### src/rtl/ps2kb_fifo_ctrl.sv
// ps2kb_fifo_ctrl: PS/2 keyboard receiver with a first-word-fall-through result FIFO.
//   Synchronises the PS/2 pins, deserialises 11-bit frames on falling device-clock edges,
//   checks parity, start, stop and inter-edge timeout, optionally folds E0/F0 prefixes into
//   flag bits, and queues {code, break, extended} entries for the host.
// Ports:
//   i_clock, i_reset          system clock, asynchronous active-high reset
//   i_device_clock/_data      raw PS/2 pins (asynchronous)
//   i_fifo_pop                pulse: discard head entry (ignored when empty)
//   i_clear_error             pulse: clear sticky o_frame_error and o_overflow
//   o_irq                     FIFO non-empty
//   o_keycode/o_key_break/o_key_extended  head entry (zero when empty)
//   o_fifo_count              entries held, 0..FIFO_DEPTH
//   o_frame_error, o_overflow sticky status
module ps2kb_fifo_ctrl #(
  parameter logic [15:0] OVER_TIME  = 16'd1000,
  parameter int unsigned FIFO_DEPTH = 8,
  parameter bit          COOKED     = 1'b1
) (
  input  logic                          i_clock,
  input  logic                          i_reset,
  input  logic                          i_device_clock,
  input  logic                          i_device_data,
  input  logic                          i_fifo_pop,
  input  logic                          i_clear_error,
  output logic                          o_irq,
  output logic [7:0]                    o_keycode,
  output logic                          o_key_break,
  output logic                          o_key_extended,
  output logic [$clog2(FIFO_DEPTH):0]   o_fifo_count,
  output logic                          o_frame_error,
  output logic                          o_overflow
);

  localparam int unsigned AW = $clog2(FIFO_DEPTH);
  localparam logic [AW:0] FullCount = (AW + 1)'(FIFO_DEPTH);

  typedef enum logic [1:0] {StIdle, StRecv, StCheck} state_e;

  // Pin synchronisers; reset high so the idle bus produces no spurious edge.
  logic [1:0] r_dclk_s, r_ddat_s;
  logic       r_dclk_prev;
  logic       w_fall;

  always_ff @(posedge i_clock or posedge i_reset) begin
    if (i_reset) begin
      r_dclk_s    <= 2'b11;
      r_ddat_s    <= 2'b11;
      r_dclk_prev <= 1'b1;
    end else begin
      r_dclk_s    <= {r_dclk_s[0], i_device_clock};
      r_ddat_s    <= {r_ddat_s[0], i_device_data};
      r_dclk_prev <= r_dclk_s[1];
    end
  end

  assign w_fall = r_dclk_prev & ~r_dclk_s[1];

  // Receiver
  state_e      r_state;
  logic [9:0]  r_shift;     // after 10 shifts: [7:0] data, [8] parity, [9] stop
  logic [3:0]  r_bitcnt;
  logic [15:0] r_timer;
  logic        r_brk_pend, r_ext_pend;

  logic        w_timeout, w_frame_ok, w_is_prefix, w_err;
  logic        w_push;
  logic [9:0]  w_push_data;  // {brk, ext, code}

  assign w_timeout   = (r_state == StRecv) && !w_fall && (r_timer == OVER_TIME - 16'd1);
  assign w_frame_ok  = (^r_shift[8:0]) && r_shift[9];
  assign w_is_prefix = COOKED && ((r_shift[7:0] == 8'hE0) || (r_shift[7:0] == 8'hF0));
  assign w_err       = w_timeout || ((r_state == StCheck) && !w_frame_ok);

  always_comb begin
    w_push      = 1'b0;
    w_push_data = {2'b00, 8'hFF};
    if (w_err) begin
      w_push = 1'b1;
    end else if (r_state == StCheck && !w_is_prefix) begin
      w_push      = 1'b1;
      w_push_data = {COOKED & r_brk_pend, COOKED & r_ext_pend, r_shift[7:0]};
    end
  end

  always_ff @(posedge i_clock or posedge i_reset) begin
    if (i_reset) begin
      r_state    <= StIdle;
      r_shift    <= '0;
      r_bitcnt   <= '0;
      r_timer    <= '0;
      r_brk_pend <= 1'b0;
      r_ext_pend <= 1'b0;
    end else begin
      unique case (r_state)
        StIdle: begin
          if (w_fall && !r_ddat_s[1]) begin
            r_state  <= StRecv;
            r_bitcnt <= '0;
            r_timer  <= '0;
          end
        end
        StRecv: begin
          if (w_fall) begin
            r_shift <= {r_ddat_s[1], r_shift[9:1]};
            r_timer <= '0;
            if (r_bitcnt == 4'd9) r_state  <= StCheck;
            else                  r_bitcnt <= r_bitcnt + 4'd1;
          end else if (w_timeout) begin
            r_state    <= StIdle;
            r_brk_pend <= 1'b0;
            r_ext_pend <= 1'b0;
          end else begin
            r_timer <= r_timer + 16'd1;
          end
        end
        StCheck: begin
          r_state <= StIdle;
          if (!w_frame_ok || !COOKED) begin
            r_brk_pend <= 1'b0;
            r_ext_pend <= 1'b0;
          end else if (r_shift[7:0] == 8'hE0) begin
            r_ext_pend <= 1'b1;
          end else if (r_shift[7:0] == 8'hF0) begin
            r_brk_pend <= 1'b1;
          end else begin
            r_brk_pend <= 1'b0;
            r_ext_pend <= 1'b0;
          end
        end
        default: r_state <= StIdle;
      endcase
    end
  end

  // FIFO
  logic [9:0]    r_mem [FIFO_DEPTH];
  logic [AW-1:0] r_wptr, r_rptr;
  logic [AW:0]   r_count;
  logic          r_frame_error, r_overflow;
  logic          w_empty, w_full, w_pop, w_wr, w_drop;

  assign w_empty = (r_count == '0);
  assign w_full  = (r_count == FullCount);
  assign w_pop   = i_fifo_pop && !w_empty;
  // When full, a simultaneous pop frees the slot the write lands in.
  assign w_wr    = w_push && (!w_full || w_pop);
  assign w_drop  = w_push && w_full && !w_pop;

  always_ff @(posedge i_clock) begin
    if (w_wr) r_mem[r_wptr] <= w_push_data;
  end

  always_ff @(posedge i_clock or posedge i_reset) begin
    if (i_reset) begin
      r_wptr        <= '0;
      r_rptr        <= '0;
      r_count       <= '0;
      r_frame_error <= 1'b0;
      r_overflow    <= 1'b0;
    end else begin
      if (w_wr)  r_wptr <= r_wptr + AW'(1);
      if (w_pop) r_rptr <= r_rptr + AW'(1);
      if (w_wr && !w_pop)      r_count <= r_count + (AW + 1)'(1);
      else if (!w_wr && w_pop) r_count <= r_count - (AW + 1)'(1);
      // A new event in the same cycle as clear keeps the flag set.
      if (w_err)              r_frame_error <= 1'b1;
      else if (i_clear_error) r_frame_error <= 1'b0;
      if (w_drop)             r_overflow <= 1'b1;
      else if (i_clear_error) r_overflow <= 1'b0;
    end
  end

  logic [9:0] w_head;
  assign w_head = w_empty ? 10'd0 : r_mem[r_rptr];

  assign o_irq          = !w_empty;
  assign o_keycode      = w_head[7:0];
  assign o_key_extended = w_head[8];
  assign o_key_break    = w_head[9];
  assign o_fifo_count   = r_count;
  assign o_frame_error  = r_frame_error;
  assign o_overflow     = r_overflow;

endmodule

### config.mk
export PLATFORM = sky130hd
export DESIGN_NAME = ps2kb_fifo_ctrl
export DESIGN_NICKNAME = d
export VERILOG_FILES = /design/src/rtl/ps2kb_fifo_ctrl.sv
export SDC_FILE = /design/constraint.sdc
export NUM_CORES = 1
export LEC_CHECK = 0
export ABC_CLOCK_PERIOD_IN_PS = 3250
export CORE_MARGIN = 4
export CORE_UTILIZATION = 48
export CTS_CLUSTER_SIZE = 14
export DETAILED_ROUTE_END_ITERATION = 12
export DONT_BUFFER_PORTS = 1
export HOLD_SLACK_MARGIN = 0.05
export PLACE_DENSITY_LB_ADDON = 0.25
export SYNTH_ARGS = -nofsm -noshare
export SYNTH_HDL_FRONTEND = slang
export SYNTH_SLANG_ARGS = --single-unit
### constraint.sdc
create_clock -name i_clock -period 3.25 [get_ports i_clock]
set_input_delay 0.1625 -clock i_clock [delete_from_list [all_inputs] [get_ports i_clock]]
set_output_delay 0.1625 -clock i_clock [all_outputs]
set_load 0.02 [all_outputs]
* After elaboration in Yosys (flattened, before gate mapping)
Memory sizes are Yosys's and may differ from the RTL's.
Index checks and enable logic that the tools add are counted.
** Operators by class
- Add/subtract/negate cells :: 6
- Equal/unequal tests :: 17
- Multiplexer cells :: 35
- Bitwise gates (word level) :: 2
- Reductions and logical operators :: 37
** Operators with widths (number)
- two-way mux 16 bit :: 3
- one-hot mux 16 bit (2 select lines) :: 1
- two-way mux 10 bit :: 3
- two-way mux 4 bit :: 5
- adder 16 x 1 -> 16 bit (second input constant) :: 1
- equality test 16 x 10 -> 1 bit (second input constant) :: 1
- equality test 8 bit (second input constant) :: 2
- two-way mux 1 bit :: 15
- logical AND 1 bit :: 12
- AND reduction 4 bit :: 3
- inequality test 2 bit (second input constant) :: 5
- nonzero test 2 bit :: 5
- inequality test 3 bit (second input constant) :: 3
- XOR reduction 9 bit :: 1
- adder 4 x 1 -> 4 bit (second input constant) :: 2
- equality test 4 bit (second input constant) :: 2
- zero test 1 bit :: 8
- two-way mux 2 bit :: 4
- one-hot mux 4 bit (2 select lines) :: 1
- adder 3 x 1 -> 3 bit (second input constant) :: 2
- AND reduction 3 bit :: 2
- zero test 4 bit :: 1
- inequality test 4 bit (second input constant) :: 1
- one-hot mux 1 bit (2 select lines) :: 2
- 10 further kinds :: 12
** Storage, ports and cells
- Flip-flop bits (word level) :: 51
- RAM bits :: 80
- Input port bits :: 6
- Output and inout port bits :: 17
- Logic and storage cells :: 112
- Memories :: 1
** Memories
- r_mem :: words 8, width 10, rd ports 1, clocked after Yosys merged registers in 0, write ports 1, line 136 : logic [9:0] r_mem [FIFO_DEPTH];

* Depth between registers and ports, before layout
Gate-level depths: netlist (run 1).
- Depth after elaboration :: 12
- Mapped depth :: 16
- Mapped depth without buffers :: 15

* Worst setup path before layout (run 1)
Ideal clock, no wire load.
- Path kind :: register -> register
- Start :: reg r_shift[4]
- End :: reg r_count[3] (netlist: o_fifo_count[3])
- Setup time :: 0.132 ns
- Arrival time :: 2.874 ns
- Data required time :: 3.118 ns
- Slack :: 0.243 ns
- Cell stages (with the launch flop) :: 17
- Clock period less this slack :: 3.007 ns
- Path through :: dfrtp_1 inv_1 ha_1 xnor2_1 xnor3_2 a31oi_4 o21ai_2 buf_6 inv_1 ha_1 inv_1 ha_1 a21o_1 a21oi_1 xnor2_1 nor2_1 xor2_1
** Between the ends
- Longest elaborated chain between the ends :: 10
** Ends and longest elaborated chain
- start, declared :: line 60 : logic [9:0] r_shift;
- start signal, assigned :: line 104 : r_shift <= {r_ddat_s[1], r_shift[9:1]};
- equality test 8 bit / XOR reduction 9 bit (equally long branches) :: line 71, 70
- logical OR 1 bit / logical AND 1 bit (equally long branches) :: line 71, 70
- zero test 1 bit (on tied branches)
- logical AND 1 bit (on tied branches) :: line 79, 72
- two-way mux 1 bit / logical OR 1 bit (equally long branches) :: line 79, 72
- two-way mux 1 bit * :: line 77 : if (w_err) begin
- logical AND 1 bit * :: line 146 : assign w_wr = w_push && (!w_full || w_pop);
- named net w_wr :: line 140 : logic w_empty, w_full, w_pop, w_wr, w_drop;
- zero test 1 bit :: line 164 : else if (!w_wr && w_pop) r_count <= r_count - (AW + 1)'(1);
- logical AND 1 bit :: line 164
- nonzero test 2 bit (no line)
- end signal, assigned :: line 163 : if (w_wr && !w_pop) r_count <= r_count + (AW + 1)'(1);
- end signal, assigned :: line 164
- end, declared :: line 138 : logic [AW:0] r_count;
Mark *: on every way through the listed nets, which the timed path passes. The rest lies on a longest branch.
A chain may end at the register's enable or synchronous reset.

* Final worst setup path (run 1)
- Start :: reg r_shift[2]
- End :: reg r_count[3] (netlist: o_fifo_count[3])
Same word-level chain as after synthesis.

==> results of run 1 <==
==> worst max-delay path, stage by stage, from the launching register on <==
cell     delay, ns
dfrtp_1       0.37
inv_1         0.09
ha_1          0.24
xnor2_1       0.21
xnor3_2       0.41
a31oi_4       0.22
o21ai_2       0.08
inv_1         0.07
ha_1          0.17
inv_1         0.09
ha_1          0.29
a21o_1        0.20
a21oi_2       0.14
xnor2_1       0.12
nor2_1        0.06
xor2_1        0.14
==> flip-flops by register name, summed over array words and instances (netlist names), 2 cells and up <==
name and cells:
r_timer 16, r_mem 80, r_state 2, r_bitcnt 4, r_shift 10, r_ddat_s 2, r_dclk_s 2, r_rptr 3
o_fifo_count 4, r_wptr 3
==> logic make-up after synthesis <==
logic type | Yosys count
buf+inv | 34
xor+xnor | 24
compound gates | 37
mux | 42
simple gates | 112
flops | 131
fa+ha+maj | 17
==> cells in the mapped netlist (all sizes together) (2+ instances only) <==
cell / count
buf: 9
dfstp: 5
inv: 20
or3: 3
o211ai: 3
mux2i: 10
xnor2: 17
nand3b: 2
o22ai: 2
mux2: 12
o21ai: 16
and4bb: 2
nor2b: 3
nand2: 17
nand4: 6
a21oi: 6
clkbuf: 5
ha: 16
or2: 4
xor2: 6
nor2: 35
nand3: 9
nor3: 7
edfxtp: 80
mux4: 20
and3: 4
nor4: 4
nand2b: 7
dfrtp: 46
nor4b: 4
==> area by class of cell <==
cell class / count / area (um2) / area share (%)
sequential: 131 / 3680 / 54.6
multi-input combinational: 232 / 2070 / 30.7
clock buffer: 18 / 429 / 6.36
tap: 147 / 184 / 2.72
timing repair buffer: 19 / 155 / 2.30
clock inverter: 14 / 154 / 2.28
inverter: 20 / 75.1 / 1.11
==> what timing repair did <==
| action | 4_1_cts | 5_1_grt |
|---|---|---|
| gates resized for setup | 0 | 1 |
| hold buffers | 5 | 0 |
| endpoints found under the setup margin | 0 | 1 |
| buffers inserted | 0 | 0 |
| hold endpoints to repair | 52 | 0 |
==> stage by stage <==
| step | hold slack [ns] | power, mW | setup WS [ns] | cells | instance area [um2] |
|---|---|---|---|---|---|
| 6_report | 0.119 | 5.21 | 0.199 | 581 | 6750 |
| 5_1_grt | 0.125 | 5.52 | 0.0179 | 581 | 6750 |
| 4_1_cts | 0.108 | 5.28 | 0.144 | 581 | 6750 |
| 3_5_place_dp | 0.167 | 3.41 | 0.144 | 544 | 6120 |
| 3_3_place_gp | 0.167 | 3.37 | 0.239 | 544 | 6120 |
| 2_1_floorplan | 0.167 | 3.12 | 0.243 | 397 | 5890 |
==> power groups by stage <==
stage	sequential [mW]	clock (mW)	combinational, mW
floorplan	2.08	0	1.04
global placement	2.22	0	1.15
detailed placement	2.23	0	1.18
CTS	2.20	1.90	1.19
global route	2.22	1.98	1.32
finish	2.19	1.86	1.17
==> metal layers <==
metal / share of wire, % / routed length [um]
met2: 49 / 5120
met4: 1.7 / 178
met1: 45 / 4720
met5: 0 / 0
met3: 3.7 / 389
==> worst max path at each step <==
| stage | startpoint | slack (ns) | cells after the start | endpoint |
|---|---|---|---|---|
| 2_1_floorplan | r_shift[4] | 0.24 | 16 | o_fifo_count[3] |
| 3_3_place_gp | r_shift[6] | 0.24 | 14 | o_fifo_count[3] |
| 3_5_place_dp | r_shift[6] | 0.14 | 14 | o_fifo_count[3] |
| 4_1_cts | r_shift[6] | 0.14 | 14 | o_fifo_count[3] |
| 5_1_grt | r_shift[3] | 0.02 | 15 | o_fifo_count[3] |
| 6_report | r_shift[2] | 0.20 | 15 | o_fifo_count[3] |
==> metrics.cfg, run 1 <==
[worst_setup_path]
rr_worst_depth = 15
end_kind = flop
worstSetupPathType = reg2reg
r2r-start = r_shift[2]
worstPathRequired_ns = 3.53
rrSetupSlack_ns = 0.20
crit_arrival_ns = 3.34
reg2reg_to = o_fifo_count[3]
crit_fanout = 3
startpoint_type = flop

[min_path]
min_path_cells = 2
whs_endpoint = o_overflow
hp-class = in2reg
hold_start = i_fifo_pop

[detailed_routing]
wl_um = 10400
antenna_left = 0
drt-initial-drc-count = 188
dr.pass1.iters = 4
vias = 3213
drc = 0
routed_via_density = 5.53
routedWlPerCell_um = 17.9

[place]
hpwl_um = 6870
place.gp.congestion = 0.726
numPortBuffers = 0

[synthesis]
synth_xor_area_share_pct = 3.82
synth-edff-count = 80
async_reset_ff_share_pct = 38.9
synth_fa_ha_area_share_pct = 3.74
synth_cell_types = 58
synth_top_area_cell = edfxtp_1
yosys_warnings = 0
avgSynthCellArea_um2 = 14.8
seq_area_frac_synth_pct = 62.5
synth_mux_area_share_pct = 11.6
synth.top_cell.area_share_pct = 40.8
ys_ff_latch = 131
yosys_most_used_dff = edfxtp_1
synth-compound-area-share_pct = 4.35
netlist_instances = 397
synth-simple-area-share_pct = 11.4
synth_nets = 420
synth_top_family_by_area = multiplexers
netlist_area_mm2 = 0.00589
synth.area.top_cells = edfxtp_1, dfrtp_1, mux4_2, ha_1, xnor2_1

[clock_network]
ctsRootBufferMaster = clkbuf_16
cts_htree_levels = 4
cts.sinks = 131
clockBufferDepth = 2
clk_pin_slew_ns = 0.06
cts_tree = built
cts_buffers = 17
clock_latency_ns = 0.42

[global_routing]
grtUsageMet3_pct = 4.78
antenna_found_initial = 0
grt_usage_pct = 16.8
grt_max_degree = 52
grt.busiest_layer = met2
grt_use_met1_pct = 21.6
grt_pass1_wl_um = 18100
gr-total-overflow = 0
grt_pass1_vias = 3378
gr-usage-met2_pct = 26.7

[floorplan]
rows = 40
dieArea_mm2 = 0.0141
die_h_um = 119
io-pin-count = 23
start_util_pct = 49.1
die_w_um = 119
coreArea_mm2 = 0.0120

[power]
power_switching_mw = 1.62
p_seq_share_pct = 42.0
p_per_area_mw_per_mm2 = 772
cellLeakagePower_nw = 2.25
netSwitchingFraction_pct = 31.0
combPwrFrac_pct = 22.4
ir_drop_v = 0.000373
pwr-share-clk_pct = 35.6
internal-power_mw = 3.60

[status]
run_status = finished clean

[run]
cap_viol_max_count = 0

[finish]
antenna_cells = 0
area_delta_synth_final_pct = 14.6
layout_commonest_cell = edfxtp_1
layout-drive-gt1-share_pct = 23.7
nFillCells = 977
fin_util_pct = 56.2
nets = 444
mostFrequentLayoutCells = edfxtp_1, dfrtp_1, nor2_1

[sta]
final_hold_viol_count = 0
max-slew-margin-rel_pct = 31.5
drv_slew = 0
fmax_mhz = 328
tightest_slew_ns = 1.03
finalSetupViolations = 0
fin_setup_tns_ns = 0
rsz0062_at_grt = false
finClkSkew_ns = 0.0162
fin_crit_sh_pct = 93.9
layout_min_cycle_time_ns = 3.05

Note: power is estimated with default switching activity, not from simulation.
==> run 2: changes to the inputs <==
Settings changed: ABC_CLOCK_PERIOD_IN_PS 3250 to 2700, CELL_PAD_IN_SITES_DETAIL_PLACEMENT from default to 1, CELL_PAD_IN_SITES_GLOBAL_PLACEMENT from default to 1.
Clock period 3.25 ns to 2.7 ns, I/O delays scaled along.
==> run 2 against run 1 <==
  * The flow now finishes with violations (negative setup slack)
  * Die area is the same
  * Clock skew is 0.0075 ns lower
  * Sequential power increased by 18%
  * Critical path depth fell by 3
  * Register-to-register slack worse by 0.29 ns
  * Non-clock buffer count increased by 25
  * Routed wire length rose by 16%
  * Utilization up 1.9 points
  * Sequential cell count stayed put
  * Fmax rose by 9.1%
  * Critical path type unchanged
  * Largest power group unchanged
==> metrics.cfg, run 2 (synthesis gave the netlist of run 1 again) <==
[status]
run_status = complete, but fails checks
failed_checks = negative setup slack

[floorplan]
die_h_um = 119  ; unchanged
coreArea_mm2 = 0.0120  ; unchanged
start_util_pct = 49.1  ; unchanged
die_w_um = 119  ; unchanged
rows = 40  ; unchanged
io-pin-count = 23  ; unchanged
dieArea_mm2 = 0.0141  ; unchanged

[global_routing]
grt_pass1_vias = 3730  ; +10%
grt_pass1_wl_um = 19900  ; +9.4%
grt_usage_pct = 18.6  ; +1.8 points
antenna_found_initial = 0  ; unchanged
grt_max_degree = 52  ; unchanged
gr-total-overflow = 0  ; unchanged

[run]
cap_viol_max_count = 0  ; unchanged

[sta]
fmax_mhz = 358  ; +9.1%
layout_min_cycle_time_ns = 2.80  ; -0.255 ns
rsz0062_at_grt = true
fin_setup_tns_ns = -0.198  ; -0.198 ns
tightest_slew_ns = 1.08  ; +0.0533 ns
setup_slack_ns = -0.0961  ; -0.295 ns
fin_crit_sh_pct = 104  ; +9.7 points
finalSetupViolations = 3  ; +3
finClkSkew_ns = 0.00862  ; -0.00754 ns
final_hold_viol_count = 0  ; unchanged
max-slew-margin-rel_pct = 28.0  ; -3.6 points
drv_slew = 0  ; unchanged

[detailed_routing]
drt-initial-drc-count = 167  ; -11%
dr.pass1.iters = 4  ; unchanged
drc = 0  ; unchanged
antenna_left = 0  ; unchanged
routedWlPerCell_um = 19.9  ; +11%
wl_um = 12100  ; +16%
routed_via_density = 5.60  ; +1.2%
vias = 3392  ; +5.6%

[place]
place.gp.congestion = 0.770  ; +6.0%
hpwl_um = 7880  ; +15%
placed_area_mm2 = 0.00634  ; +3.7%
numPortBuffers = 0  ; unchanged
dp_cells = 563  ; +3.5%
place_ws_ns = -0.116  ; -0.259 ns

[finish]
reg_top3 = r_mem (80), r_timer (16), r_shift (10)
largest_reg_flops = 80  ; unchanged
layout-drive-gt1-share_pct = 30.5  ; +6.8 points
layout_commonest_cell = edfxtp_1
area_delta_synth_final_pct = 18.5
stdcell_count = 606  ; +4.3%
mostFrequentLayoutCells = edfxtp_1, dfrtp_1, buf_4
largest_register = r_mem
design_area_mm2 = 0.00698  ; +3.4%
nets = 469  ; +5.6%
antenna_cells = 0  ; unchanged

[clock_network]
cts.sinks = 131  ; unchanged
clockBufferDepth = 2  ; unchanged
clock_latency_ns = 0.42  ; about the same
ctsRootBufferMaster = clkbuf_16
cts_tree = built
cts_buffers = 17  ; unchanged
cts_htree_levels = 4  ; unchanged
clk_pin_slew_ns = 0.06  ; about the same

[worst_setup_path]
startpoint_type = flop
rrSetupSlack_ns = -0.1  ; -0.29 ns
end_kind = flop
crit_fanout = 3  ; unchanged
crit_arrival_ns = 3.10  ; -0.24 ns
worstPathRequired_ns = 3.00  ; -0.53 ns
worstSetupPathType = reg2reg

[min_path]
hp-class = in2reg

[power]
p_per_area_mw_per_mm2 = 916  ; +19%
cellLeakagePower_nw = 2.36  ; +4.6%
ir_drop_v = 0.000507  ; +36%
finalPower_mw = 6.39  ; +23%

[run 2: cell count changes in the layout (fill, tap and decap cells not counted), moves of 4 or more]
cell	before	now
clkinv_4	4	0
clkinv_2	1	6
ha_4	0	6
clkinv_1	1	6
buf_4	14	38
inv_6	4	0
inv_1	19	12
inv_2	1	6
ha_1	16	10
[run 2: layout make-up]
class | count | area, um2
Fill cell | 1165 | 5030
Sequential cell | 131 | 3680
Multi-Input combinational cell | 232 | 2180
Clock buffer | 17 | 425
Timing Repair Buffer | 44 | 355
Tap cell | 147 | 184
Inverter | 20 | 80.1
Clock inverter | 15 | 75.1
[run 2: worst max-delay path, stage by stage, from the launching register on]
cell     delay (ns)
dfrtp_1        0.39
inv_2          0.08
ha_4           0.21
xnor2_2        0.18
xnor3_2        0.40
a31oi_4        0.22
o21ai_4        0.09
inv_4          0.07
ha_4           0.15
inv_4          0.04
buf_4          0.13
fa_1           0.46
mux2_4         0.27
[run 2: worst paths after layout]
check / start / end / depth (start not counted)
setup / recovery: r_shift[0] / o_fifo_count[1] / 12
hold / removal: i_fifo_pop / o_overflow / 2
setup reg to reg: r_shift[0] / o_fifo_count[1] / 12
hold reg to reg: r_ddat_s[0] / r_ddat_s[1] / 0
max in group asynchronous: i_reset / r_shift[1] / 2
min in group asynchronous: i_reset / r_timer[13] / 2
[run 2: timing repair]
item | 4_1_cts | 5_1_grt
pin swaps | 8 | 4
hold buffers | 5 | 0
resized for setup | 6 | 2
setup buffers | 2 | 4
endpoints found under the hold margin | 52 | 0
endpoints found under the setup margin | 3 | 3
[run 2: where the power goes]
part	internal (mW)	total (mW)	switching, mW	leakage, nW
clock	1.14	1.94	0.807	0.243
combinational	0.943	1.86	0.918	0.939
sequential	2.29	2.59	0.301	1.18
[run 2: stage by stage]
step / hold slack (ns) / utilization [%]
CTS: 0.109 / 57.8
global placement: 0.140 / 52.8
floorplan: 0.139 / -
finish: 0.128 / 58.1
detailed placement: 0.140 / 52.8
global route: 0.125 / 58.1
[run 2: routing by layer]
| layer | vias to the layer above | track usage, % | part of all wire (%) |
|---|---|---|---|
| met3 | 14 | 5.36 | 3.2 |
| met5 | - | 0 | 0 |
| met1 | 1752 | 22.3 | 42 |
| met2 | 49 | 32.1 | 53 |
| met4 | 0 | 6.66 | 1.4 |
| li1 | 1577 | - | - |
==> run 3: changes to the inputs <==
Settings changed: CORE_MARGIN 4 to default.
==> run 3 against run 2 <==
  * The run still ends with negative setup slack left
  * Sequential cell count stayed put
  * Total power is 1.5% higher
  * Sequential share of layout area hardly changed
  * Worst setup slack better by 0.038 ns
  * Utilization hardly changed
  * Cell area hardly changed
  * Critical endpoint is now o_fifo_count[3]
==> metrics.cfg, run 3 (synthesis gave the netlist of run 1 again) <==
[finish]
layout_commonest_cell = edfxtp_1
antenna_cells = 0  ; unchanged
layout-drive-gt1-share_pct = 30.0  ; -0.48 points
largest_reg_flops = 80  ; unchanged
nFillCells = 1157  ; -0.69%
largest_register = r_mem
area_delta_synth_final_pct = 18.4  ; about the same
stdcell_count = 600  ; -0.99%
mostFrequentLayoutCells = edfxtp_1, dfrtp_1, nor2_1
nets = 464  ; -1.1%
reg_top3 = r_mem (80), r_timer (16), r_shift (10)
fin_util_pct = 58.1  ; about the same

[detailed_routing]
wl_um = 12300  ; +1.5%
antenna_left = 0  ; unchanged
vias = 3341  ; -1.5%
dr.pass1.iters = 4  ; unchanged
drc = 0  ; unchanged
routed_via_density = 5.57  ; -0.52%
drt-initial-drc-count = 167  ; unchanged
routedWlPerCell_um = 20.4  ; +2.5%

[sta]
fmax_mhz = 363  ; +1.4%
layout_min_cycle_time_ns = 2.76  ; -0.0378 ns
setup_slack_ns = -0.0583  ; +0.0378 ns
finClkSkew_ns = 0.0137  ; +0.00507 ns
fin_crit_sh_pct = 102  ; -1.4 points
holdWs_ns = 0.124  ; -0.00333 ns
finalSetupViolations = 1  ; -2
max-slew-margin-rel_pct = 27.8  ; -0.14 points
drv_slew = 0  ; unchanged
tightest_slew_ns = 1.08  ; +0.00216 ns
rsz0062_at_grt = true
final_hold_viol_count = 0  ; unchanged

[power]
combPwrFrac_pct = 28.5  ; -0.6 points
finalPower_mw = 6.49  ; +1.5%
netSwitchingFraction_pct = 31.3  ; -0.43 points
cellLeakagePower_nw = 2.33  ; -1.0%
ir_drop_v = 0.000441  ; -13%
internal-power_mw = 4.46  ; +2.1%
pwr-share-clk_pct = 31.6  ; +1.2 points
power_switching_mw = 2.03  ; about the same
p_seq_share_pct = 40.0  ; -0.5 points
p_per_area_mw_per_mm2 = 930  ; +1.5%

[floorplan]
dieArea_mm2 = 0.0127  ; -9.8%
rows = 40  ; unchanged
coreArea_mm2 = 0.0120  ; unchanged
die_h_um = 113  ; -5.1%
io-pin-count = 23  ; unchanged
die_w_um = 113  ; -5.1%
start_util_pct = 49.1  ; unchanged

[clock_network]
cts_htree_levels = 4  ; unchanged
clockBufferDepth = 2  ; unchanged
clock_latency_ns = 0.42  ; about the same
clk_pin_slew_ns = 0.05  ; about the same
cts_tree = built
cts_buffers = 17  ; unchanged
ctsRootBufferMaster = clkbuf_16
cts.sinks = 131  ; unchanged

[place]
place.gp.congestion = 0.768  ; -0.25%
dp_cells = 563  ; unchanged
numPortBuffers = 0  ; unchanged
place_ws_ns = -0.123  ; -0.00775 ns
hpwl_um = 7890  ; about the same

[worst_setup_path]
rrSetupSlack_ns = -0.06  ; +0.04 ns
cp-endpoint = o_fifo_count[3]
r2r-start = r_shift[7]
end_kind = flop
crit_fanout = 3  ; unchanged
crit_path_start = r_shift[7]
worstSetupPathType = reg2reg
crit_arrival_ns = 3.04  ; -0.06 ns
reg2reg_to = o_fifo_count[3]
startpoint_type = flop
rr_worst_depth = 14  ; +2
worstPathRequired_ns = 2.98  ; -0.02 ns

[global_routing]
gr-total-overflow = 0  ; unchanged
grt_pass1_vias = 3662  ; -1.8%
grt_pass1_wl_um = 19600  ; -1.5%
grt_max_degree = 52  ; unchanged
antenna_found_initial = 0  ; unchanged
grt_usage_pct = 21.2  ; +2.6 points

[min_path]
hp-class = in2reg

[status]
run_status = complete, but fails checks
failed_checks = negative setup slack

[run]
cap_viol_max_count = 0  ; unchanged

-- run 3: critical path, cell delays in order (launching register included) --
cell,delay (ns)
dfrtp_1,0.41
ha_4,0.25
xnor2_2,0.17
xnor3_2,0.39
a31oi_4,0.22
o21ai_4,0.08
inv_4,0.07
ha_4,0.14
inv_4,0.05
ha_4,0.20
a21o_1,0.16
a21oi_2,0.13
xnor2_1,0.12
nor2_1,0.07
xor2_1,0.15
-- run 3: what timing repair did --
action,4_1_cts,5_1_grt
pin swaps,5,1
hold buffers,5,0
gates cloned,0,1
buffers inserted,1,0
endpoints found under the hold margin,52,0
setup endpoints to repair,1,39
resized for setup,5,5
-- run 3: worst min path at each step --
stage,to,cells past startpoint,from,slack [ns]
6_report,o_overflow,2,i_fifo_pop,0.12
5_1_grt,o_overflow,2,i_fifo_pop,0.12
4_1_cts,o_overflow,2,i_fifo_pop,0.06
3_5_place_dp,r_dclk_s[0],0,i_device_clock,0.14
3_3_place_gp,r_dclk_s[0],0,i_device_clock,0.14
2_1_floorplan,r_dclk_s[0],0,i_device_clock,0.14
-- run 3: cell type report --
| class | instances | area, um2 | share of cell area (%) |
|---|---|---|---|
| tap | 147 | 184 | 2.64 |
| multi-input combinational | 232 | 2180 | 31.3 |
| inverter | 20 | 80.1 | 1.15 |
| clock inverter | 12 | 92.6 | 1.33 |
| timing repair buffer | 39 | 322 | 4.61 |
| sequential | 131 | 3680 | 52.8 |
| clock buffer | 19 | 433 | 6.20 |
-- run 3: through the flow --
step	instance area, um2	TNS [ns]
floorplan	5960	-0.967
global placement	6340	-0.0286
detailed placement	6340	-0.123
CTS	6960	-0.0752
global route	6980	-0.200
finish	6980	-0.0583
-- run 3: power groups by stage --
stage	combinational [mW]	sequential (mW)	clock (mW)
final	1.85	2.59	2.05
after global routing	2.02	2.63	2.17
after global placement	1.72	2.60	0
after floorplan	1.31	2.52	0
after CTS	1.87	2.60	2.08
after detailed placement	1.78	2.62	0
-- run 3: metal layers --
layer | up-vias | GRT usage (%) | part of all wire (%)
met3 | 12 | 5.46 | 1.9
met4 | 0 | 6.93 | 1.1
met5 | - | 0 | 0
met2 | 29 | 37.9 | 54
li1 | 1566 | - | -
met1 | 1734 | 25.0 | 43
